**config.mk**
```make
export PLATFORM = sky130hd
export DESIGN_NAME = mant_mul_pipe
export DESIGN_NICKNAME = d
export VERILOG_FILES = /design/src/rtl/mant_mul_pkg.sv /design/src/rtl/mant_mul_reduce.sv /design/src/rtl/mant_mul_pipe.sv
export SDC_FILE = /design/constraint.sdc
export NUM_CORES = 1
export LEC_CHECK = 0
export CORE_UTILIZATION = 51
export CTS_CLUSTER_DIAMETER = 30
export DETAILED_ROUTE_END_ITERATION = 7
export DONT_BUFFER_PORTS = 1
export PLACE_DENSITY_LB_ADDON = 0.1
export SETUP_SLACK_MARGIN = 0.05
export SLEW_MARGIN = 15
export SYNTH_ARGS = -nofsm -noshare
export SYNTH_HDL_FRONTEND = slang
export SYNTH_SLANG_ARGS = --single-unit
```
**constraint.sdc**
```tcl
create_clock -name clk -period 3.1 [get_ports clk]
set_input_delay 0.62 -clock clk [delete_from_list [all_inputs] [get_ports clk]]
set_output_delay 0.62 -clock clk [all_outputs]
set_load 0.1 [all_outputs]
```
**src/rtl/mant_mul_pkg.sv**
```systemverilog
// Shared types, bounds and helpers for the mantissa multiplier.
// Ports: none (package only).
package mant_mul_pkg;

    typedef enum logic {
        RM_TRUNC = 1'b0,
        RM_RNE   = 1'b1
    } round_mode_e;

    localparam int W_MIN      = 4;
    localparam int W_MAX      = 24;
    localparam int STAGES_MIN = 1;
    localparam int STAGES_MAX = 3;

    // Row count after lvl levels of 3:2 compression of w rows.
    function automatic int mm_rows(input int w, input int lvl);
        int n;
        n = w;
        for (int i = 0; i < lvl; i++) begin
            n = 2 * (n / 3) + (n % 3);
        end
        return n;
    endfunction

    // Levels needed to bring w rows down to two.
    function automatic int mm_levels(input int w);
        int n;
        int l;
        n = w;
        l = 0;
        while (n > 2) begin
            n = 2 * (n / 3) + (n % 3);
            l++;
        end
        return l;
    endfunction

endpackage

```
**src/rtl/mant_mul_reduce.sv**
```systemverilog
// Wallace 3:2 reduction of W x W partial products to sum/carry.
// Ports: a, b (W-bit operands) -> sum, carry (2W-bit, sum+carry = a*b).
module mant_mul_ha (
    input  logic a,
    input  logic b,
    output logic s,
    output logic c
);
    assign s = a ^ b;
    assign c = a & b;
endmodule

module mant_mul_fa (
    input  logic a,
    input  logic b,
    input  logic ci,
    output logic s,
    output logic co
);
    logic s1;
    logic c1;
    logic c2;

    mant_mul_ha u_h0 (.a(a),  .b(b),  .s(s1), .c(c1));
    mant_mul_ha u_h1 (.a(s1), .b(ci), .s(s),  .c(c2));

    assign co = c1 | c2;
endmodule

module mant_mul_reduce
    import mant_mul_pkg::*;
#(
    parameter int W = 8
) (
    input  logic [W-1:0]   a,
    input  logic [W-1:0]   b,
    output logic [2*W-1:0] sum,
    output logic [2*W-1:0] carry
);
    localparam int LV = mm_levels(W);
    localparam int PW = 2 * W;

    logic [PW-1:0] r [LV+1][W];

    for (genvar i = 0; i < W; i++) begin : g_pp
        assign r[0][i] = {{W{1'b0}}, a & {W{b[i]}}} << i;
    end

    for (genvar l = 1; l <= LV; l++) begin : g_lv
        localparam int NP = mm_rows(W, l - 1);
        localparam int G  = NP / 3;
        localparam int N  = mm_rows(W, l);

        for (genvar j = 0; j < G; j++) begin : g_csa
            logic [PW-1:0] s;
            logic [PW-2:0] c;

            for (genvar k = 0; k < PW - 1; k++) begin : g_bit
                mant_mul_fa u_fa (
                    .a (r[l-1][3*j][k]),
                    .b (r[l-1][3*j+1][k]),
                    .ci(r[l-1][3*j+2][k]),
                    .s (s[k]),
                    .co(c[k])
                );
            end

            // Carry out of the top column falls outside the 2W-bit
            // product and can never be set by a real a*b.
            assign s[PW-1] = r[l-1][3*j][PW-1]
                           ^ r[l-1][3*j+1][PW-1]
                           ^ r[l-1][3*j+2][PW-1];

            assign r[l][2*j]   = s;
            assign r[l][2*j+1] = {c, 1'b0};
        end

        for (genvar j = 3 * G; j < NP; j++) begin : g_pass
            assign r[l][j-G] = r[l-1][j];
        end

        for (genvar j = N; j < W; j++) begin : g_pad
            assign r[l][j] = '0;
        end
    end

    assign sum   = r[LV][0];
    assign carry = r[LV][1];
endmodule

```
**src/rtl/mant_mul_pipe.sv**
```systemverilog
// Pipelined mantissa multiplier: normalise, truncate/RNE round.
// Ports: clk, rst, flush; in_valid/in_ready, in_a, in_b, in_rne,
//   in_tag; out_valid/out_ready, out_mant, out_exp_inc,
//   out_inexact, out_zero, out_tag.
module mant_mul_pipe
    import mant_mul_pkg::*;
#(
    parameter int W      = 8,
    parameter int STAGES = 2,
    parameter int TAG_W  = 4
) (
    input  logic             clk,
    input  logic             rst,
    input  logic             flush,
    input  logic             in_valid,
    output logic             in_ready,
    input  logic [W-1:0]     in_a,
    input  logic [W-1:0]     in_b,
    input  logic             in_rne,
    input  logic [TAG_W-1:0] in_tag,
    output logic             out_valid,
    input  logic             out_ready,
    output logic [W-1:0]     out_mant,
    output logic             out_exp_inc,
    output logic             out_inexact,
    output logic             out_zero,
    output logic [TAG_W-1:0] out_tag
);
    localparam int L  = STAGES - 1;
    localparam int PW = 2 * W;
    localparam int RW = W + 3;

    if (W < W_MIN || W > W_MAX ||
        STAGES < STAGES_MIN || STAGES > STAGES_MAX) begin : g_bad
        $error("mant_mul_pipe: W or STAGES out of range");
    end

    // Result packing: {mant, exp_inc, inexact, zero}.
    function automatic logic [RW-1:0] round_p(
        input logic [PW-1:0] p,
        input logic          rne
    );
        logic          ovf;
        logic [W-1:0]  m;
        logic          g;
        logic          s;
        logic          up;
        logic [W:0]    mr;
        logic          rc;
        logic [W-1:0]  mo;
        round_mode_e   rm;

        rm  = round_mode_e'(rne);
        ovf = p[PW-1];
        if (ovf) begin
            m = p[PW-1:W];
            g = p[W-1];
            s = |p[W-2:0];
        end else begin
            m = p[PW-2:W-1];
            g = p[W-2];
            s = |p[W-3:0];
        end
        up = (rm == RM_RNE) & g & (s | m[0]);
        mr = {1'b0, m} + {{W{1'b0}}, up};
        rc = mr[W];
        mo = rc ? {1'b1, {(W-1){1'b0}}} : mr[W-1:0];
        return {mo, ovf | rc, g | s, p == '0};
    endfunction

    logic [L:0] vld;
    logic [L:0] go;
    logic [L:0] en;
    logic       acc;

    // go[i]: stage i may load this cycle (empty or draining).
    always_comb begin
        go    = '0;
        go[L] = ~vld[L] | out_ready;
        for (int i = L - 1; i >= 0; i--) begin
            go[i] = ~vld[i] | go[i+1];
        end
    end

    assign in_ready = go[0] & ~flush;
    assign acc      = in_valid & in_ready;

    always_comb begin
        en    = '0;
        en[0] = acc;
        for (int i = 1; i <= L; i++) begin
            en[i] = go[i] & vld[i-1];
        end
    end

    always_ff @(posedge clk or posedge rst) begin
        if (rst) begin
            vld <= '0;
        end else if (flush) begin
            vld <= '0;
        end else begin
            if (go[0]) vld[0] <= acc;
            for (int i = 1; i <= L; i++) begin
                if (go[i]) vld[i] <= vld[i-1];
            end
        end
    end

    logic [PW-1:0]    rs;
    logic [PW-1:0]    rcv;
    logic [RW-1:0]    res_d;
    logic [TAG_W-1:0] tag_d;

    mant_mul_reduce #(.W(W)) u_red (
        .a    (in_a),
        .b    (in_b),
        .sum  (rs),
        .carry(rcv)
    );

    if (STAGES == 1) begin : g_s1
        assign res_d = round_p(rs + rcv, in_rne);
        assign tag_d = in_tag;
    end else if (STAGES == 2) begin : g_s2
        logic [PW-1:0]    p_q;
        logic             rne_q;
        logic [TAG_W-1:0] t_q;

        always_ff @(posedge clk or posedge rst) begin
            if (rst) begin
                p_q   <= '0;
                rne_q <= 1'b0;
                t_q   <= '0;
            end else if (en[0]) begin
                p_q   <= rs + rcv;
                rne_q <= in_rne;
                t_q   <= in_tag;
            end
        end

        assign res_d = round_p(p_q, rne_q);
        assign tag_d = t_q;
    end else begin : g_s3
        logic [PW-1:0]    s_q;
        logic [PW-1:0]    c_q;
        logic             rne0;
        logic [TAG_W-1:0] t0;
        logic [PW-1:0]    p_q;
        logic             rne1;
        logic [TAG_W-1:0] t1;

        always_ff @(posedge clk or posedge rst) begin
            if (rst) begin
                s_q  <= '0;
                c_q  <= '0;
                rne0 <= 1'b0;
                t0   <= '0;
            end else if (en[0]) begin
                s_q  <= rs;
                c_q  <= rcv;
                rne0 <= in_rne;
                t0   <= in_tag;
            end
        end

        always_ff @(posedge clk or posedge rst) begin
            if (rst) begin
                p_q  <= '0;
                rne1 <= 1'b0;
                t1   <= '0;
            end else if (en[1]) begin
                p_q  <= s_q + c_q;
                rne1 <= rne0;
                t1   <= t0;
            end
        end

        assign res_d = round_p(p_q, rne1);
        assign tag_d = t1;
    end

    logic [RW-1:0]    res_q;
    logic [TAG_W-1:0] tag_q;

    always_ff @(posedge clk or posedge rst) begin
        if (rst) begin
            res_q <= '0;
            tag_q <= '0;
        end else if (en[L]) begin
            res_q <= res_d;
            tag_q <= tag_d;
        end
    end

    assign out_valid   = vld[L];
    assign out_mant    = res_q[RW-1:3];
    assign out_exp_inc = res_q[2];
    assign out_inexact = res_q[1];
    assign out_zero    = res_q[0];
    assign out_tag     = tag_q;
endmodule

```
# After elaboration in Yosys (flattened, before gate mapping)
# Cells that the tools add are included.
[op_classes] reduce_logical=5 n_mux=7 add_sub_neg=2 bitwise=241
[ops] cell="$and 1x1->1" count=96
[ops] cell="$xor 1x1->1" count=91
[ops] cell="$and 8x8->8" count=8
[ops] cell="$or 1x1->1" count=43
[ops] cell="$add 15x16->16" count=1
[ops] cell="$logic_not 16->1" count=1
[ops] cell="$mux 8" count=2
[ops] cell="$add 8x1->9" count=1
[ops] cell="$reduce_or 7->1" count=1
[ops] cell="$reduce_or 6->1" count=1
[ops] cell="$mux 1" count=4
[ops] cell="$reduce_bool 2->1" count=2
[ops] cell="$not 1->1" count=3
[ops] cell="$mux 2" count=1
[totals] out_inout_bits=17 wordCells=262 regBits=38 in_bits=26

# Logic depth before layout (Yosys ltp)
[depth] ltp_word=14 ltp_mapped=14

# Cells and area by module
# From an unflattened synthesis, not the netlist that was laid out.
[hier_totals] cells_unflattened=688 hier_area_um2=6088.3
[modules_own_cells] mod="mant_mul_pipe" cells_per_inst=318 seq_area_each_um2=950.9 area_per_inst_um2=2588.7 n_inst=1
[modules_own_cells] mod="mant_mul_ha" cells_per_inst=1 seq_area_each_um2=0.0 area_per_inst_um2=12.5 n_inst=180
[modules_own_cells] mod="mant_mul_reduce" cells_per_inst=100 seq_area_each_um2=0.0 area_per_inst_um2=684.4 n_inst=1
[modules_own_cells] mod="mant_mul_fa" cells_per_inst=1 seq_area_each_um2=0.0 area_per_inst_um2=6.3 n_inst=90

# Least setup slack after synthesis
# Ideal clock, no wire load.
[synth_path] path_kind="input to register" from="in in_a[5]" to="reg g_s2.p_q[11]" stages=13 required_time_ns=3.031 setup_slack_ns=-1.137 setup_ns=0.069 arrival_time_ns=4.168 cell_sequence="and2_1 fa_1 inv_1 fa_1 inv_1 fa_1 ha_1 ha_1 fa_1 a21o_1 a31o_2 a2111o_1 nand3_1"
[synth_via] elab_chain_len=14 word_cells_on_any_way=126 classes_between="add/sub: 1; bitwise: 125"
[synth_rtl] element="start: declaration" line_no="mant_mul_pipe.sv:17" rtl="input logic [W-1:0] in_a,"
[synth_rtl] element="$and 8x8->8" line_no="mant_mul_reduce.sv:46" rtl="assign r[0][i] = {{W{1'b0}}, a & {W{b[i]}}} << i;"
[synth_rtl] element="$xor 1x1->1" line_no="mant_mul_reduce.sv:9" rtl="assign s = a ^ b;"
[synth_rtl] element="$and 1x1->1" line_no="mant_mul_reduce.sv:10" rtl="assign c = a & b;"
[synth_rtl] element="$or 1x1->1" line_no="mant_mul_reduce.sv:27" rtl="assign co = c1 | c2;"
[synth_rtl] element="$xor 1x1->1" line_no="mant_mul_reduce.sv:9"
[synth_rtl] element="$and 1x1->1" line_no="mant_mul_reduce.sv:10"
[synth_rtl] element="$or 1x1->1" line_no="mant_mul_reduce.sv:27"
[synth_rtl] element="$xor 1x1->1" line_no="mant_mul_reduce.sv:9"
[synth_rtl] element="$and 1x1->1" line_no="mant_mul_reduce.sv:10"
[synth_rtl] element="$or 1x1->1" line_no="mant_mul_reduce.sv:27"
[synth_rtl] element="$xor 1x1->1" line_no="mant_mul_reduce.sv:9"
[synth_rtl] element="$and 1x1->1" line_no="mant_mul_reduce.sv:10"
[synth_rtl] element="$or 1x1->1" line_no="mant_mul_reduce.sv:27"
[synth_rtl] element="$add 15x16->16 (*)" line_no="mant_mul_pipe.sv:135" rtl="p_q <= rs + rcv;"
[synth_rtl] element="end signal: assignment" line_no="mant_mul_pipe.sv:135"
[synth_rtl] element="end: declaration" line_no="mant_mul_pipe.sv:125" rtl="logic [PW-1:0] p_q;"
# Every way passes the cells marked *; elsewhere a longest branch is shown, timed or not.
# A chain may end at the register's enable or synchronous reset.

# Final worst setup path
[layout_path] from="in in_b[2]" to="reg g_s2.p_q[11]"
[layout_via] elab_chain_len=13 word_cells_on_any_way=121 classes_between="add/sub: 1; bitwise: 120"
[layout_rtl] element="start: declaration" line_no="mant_mul_pipe.sv:18" rtl="input logic [W-1:0] in_b,"
[layout_rtl] element="$and 8x8->8 (*)" line_no="mant_mul_reduce.sv:46"
[layout_rtl] element="$and 1x1->1" line_no="mant_mul_reduce.sv:10"
[layout_rtl] element="$or 1x1->1" line_no="mant_mul_reduce.sv:27"
[layout_rtl] element="$xor 1x1->1" line_no="mant_mul_reduce.sv:9"
[layout_rtl] element="$and 1x1->1" line_no="mant_mul_reduce.sv:10"
[layout_rtl] element="$or 1x1->1" line_no="mant_mul_reduce.sv:27"
[layout_rtl] element="$xor 1x1->1" line_no="mant_mul_reduce.sv:9"
[layout_rtl] element="$and 1x1->1" line_no="mant_mul_reduce.sv:10"
[layout_rtl] element="$or 1x1->1" line_no="mant_mul_reduce.sv:27"
[layout_rtl] element="$xor 1x1->1" line_no="mant_mul_reduce.sv:9"
[layout_rtl] element="$and 1x1->1" line_no="mant_mul_reduce.sv:10"
[layout_rtl] element="$or 1x1->1" line_no="mant_mul_reduce.sv:27"
[layout_rtl] element="$add 15x16->16 (*)" line_no="mant_mul_pipe.sv:135"
# Marked as above.

==> impl_metrics.yaml <==
status:
  status: "finished, violations left"
  violations: "setup timing"
die:
  ios: 43
  die_h_um: 86.9
  core-area_um2: 6870
  start_util_pct: 53.5
  row_count: 30
  die-area_um2: 7540
  chipWidth_um: 86.9
sta:
  slew_viol_final: 0
  tightest_slew_ps: 906
  fin_ws_ps: -715
  setup-violations-final: 10
  grt_setup_unrepaired: "true"
  skew_ps: 6.57
  hold_viol: 0
  fin_setup_tns_ps: -5110
  slew_headroom_pct: 39.6
  finalCritPeriodShare_pct: 123
  finalCriticalPeriod_ps: 3820
  whs_ps: 330
  max_freq_ghz: 0.262
route:
  avgRoutedWirePerCell_um: 14.4
  ant_nets: 0
  dr.pass1.iters: 4
  first_iter_violations: 133
  drc_errors: 0
  vias: 2821
  route.final.wire_length_um: 7590
  vias_per_cell: 5.36
finish:
  nets: 521
  synthToLayoutAreaGrowth_pct: 15.3
  final_cell_mix: "nand2_1 (99), fa_1 (38), dfrtp_1 (38), inv_1 (37), and2_1 (30)"
  antenna_cells: 0
  final_common_cell: "nand2_1"
  stdcell_count: 526
  drive_gt1_share_pct: 16.3
worst_setup_path:
  cp_max_fo: 8
  crit_type: "in2reg"
  arrival_ps: 4040
  crit_path_end_kind: "register"
  required_ps: 3320
  startpoint_type: "input port"
clocking:
  h-tree-depth: 2
  clkTransAtPathRegs_ps: 80
  cts_buffers: 5
  clockRootBuffer: "clkbuf_8"
  clk_latency_ps: 280
  cts_tree: "done"
  cts.sinks: 38
  clk_path_buf_depth: 2
logic_synthesis:
  avgSynthCellArea_um2: 9.09
  synth_area_um2: 3670
  seq_area_frac_synth_pct: 25.9
  ys_ff_latch: 38
  synth_edf_count: 0
  syn_inst: 404
  synth_ff_type: "dfrtp_1"
  synthArstFlopShare_pct: 100
  synth_cell_types: 55
  ys_warn_count: 0
  synth_nets: 496
power:
  power.leakage_nw: 1.99
  ir_worst_vdd_v: 0.000424
  power.density_nw_per_um2: 842
  power_mw: 3.56
grt:
  overflow: 0
  grt_pass1_wl_um: 12700
  grt_usage_pct: 21.4
  grt_pass1_vias: 2880
  grt_max_degree: 39
  antenna_found_initial: 0
placed_design:
  place.port_buffers: 0
  place_hpwl_um: 5820
  dp.cells: 509
  routabilityCongestion: 0.797
  pre_cts_ws_ps: -1070
min_path:
  hp-class: "in2async"
job:
  cap_violations: 0
## critical path: stages
cell	delay, ps
and2_4	140
fa_1	550
inv_2	40
fa_1	500
inv_1	50
fa_1	520
ha_4	210
ha_4	160
fa_2	350
a21o_1	240
a31o_2	230
a2111o_1	360
nand3_1	70
## per-layer routing
metal  GRT usage, %  vias to the layer above  share of wire (%)
met5              0                        -                  0
met4           5.91                        0               0.94
met3           3.32                        8                3.1
met1           26.8                     1362                 46
li1               -                     1391                  -
met2           38.3                       60                 50
## kinds of logic (layout without fill, tap and decap cells)
family | Yosys count | in the layout | share of synthesized area, %
buf+inv | 52 | 78 | 6.20
flops | 38 | 38 | 25.9
xor+xnor | 7 | 7 | 1.67
mux | 7 | 7 | 1.98
simple gates | 176 | 176 | 22.8
compound gates | 58 | 58 | 11.0
fa+ha+maj | 66 | 66 | 30.5
## registers in the layout (all words and copies together) (netlist names)
| register | count |
|---|---|
| res_q | 11 |
| out_tag | 4 |
| g_s2.t_q | 4 |
| vld | 2 |
| g_s2.p_q | 16 |
| g_s2.rne_q | 1 |
## metrics by stage
step / area [um2] / util (%)
CTS: 4140 / 60.3
detailed placement: 3920 / 57.0
finish: 4240 / 61.7
floorplan: 3720 / -
global route: 4240 / 61.7
global placement: 3920 / 57.0
## final cells by class
cell class	instances	area [um2]
clock buffer	6	82.6
clock inverter	2	60.1
fill	616	2630
inverter	40	150
multi-input combinational	314	2630
sequential	38	951
tap	96	120
timing repair buffer	30	244
## worst paths after layout
kind                        startpoint  cells after the start            to  slack [ps]
hold reg to reg            g_s2.p_q[6]                      1      res_q[0]         480
min in group clk                 flush                      1        vld[0]         390
setup / recovery               in_b[2]                     13  g_s2.p_q[11]        -720
max in group asynchronous          rst                      2      res_q[6]        2450
setup reg to reg           g_s2.p_q[0]                     10      res_q[9]         390
hold / removal                     rst                      2      res_q[4]         330
## synthesized netlist by cell type (all sizes together) (2+ instances only)
cell / instances / area (um2)
dfrtp: 38 / 951
o21ai: 16 / 80.1
a31oi: 2 / 12.5
a221o: 2 / 21.3
fa: 39 / 781
mux2i: 5 / 50.1
nand2b: 2 / 12.5
clkbuf: 5 / 18.8
nand2: 100 / 378
nor2: 9 / 36.3
xnor2: 3 / 26.3
a311oi: 2 / 17.5
inv: 40 / 150
a21o: 2 / 15.0
nor3: 3 / 15.0
o2111ai: 3 / 26.3
o22a: 2 / 17.5
nand3: 13 / 65.1
o211ai: 5 / 42.5
mux2: 2 / 22.5
ha: 27 / 338
and3: 2 / 13.8
a21oi: 12 / 63.8
buf: 7 / 58.8
nor2b: 2 / 12.5
nand4: 3 / 18.8
nor4: 4 / 31.3
and2: 32 / 200
xor2: 4 / 35.0
or4: 3 / 26.3
## power breakdown
part	switching (mW)	internal (mW)	total [mW]
clock network	0.173	0.343	0.517
logic	0.868	0.910	1.78
registers	0.638	0.633	1.27
total	1.68	1.89	3.56
## what timing repair did
| action | CTS | global route |
|---|---|---|
| pin swaps | 14 | 16 |
| hold buffers | 0 | 0 |
| setup buffers | 5 | 5 |
| endpoints found under the setup margin | 10 | 10 |
| resized for setup | 12 | 9 |
(Power assumes the default switching activity.)
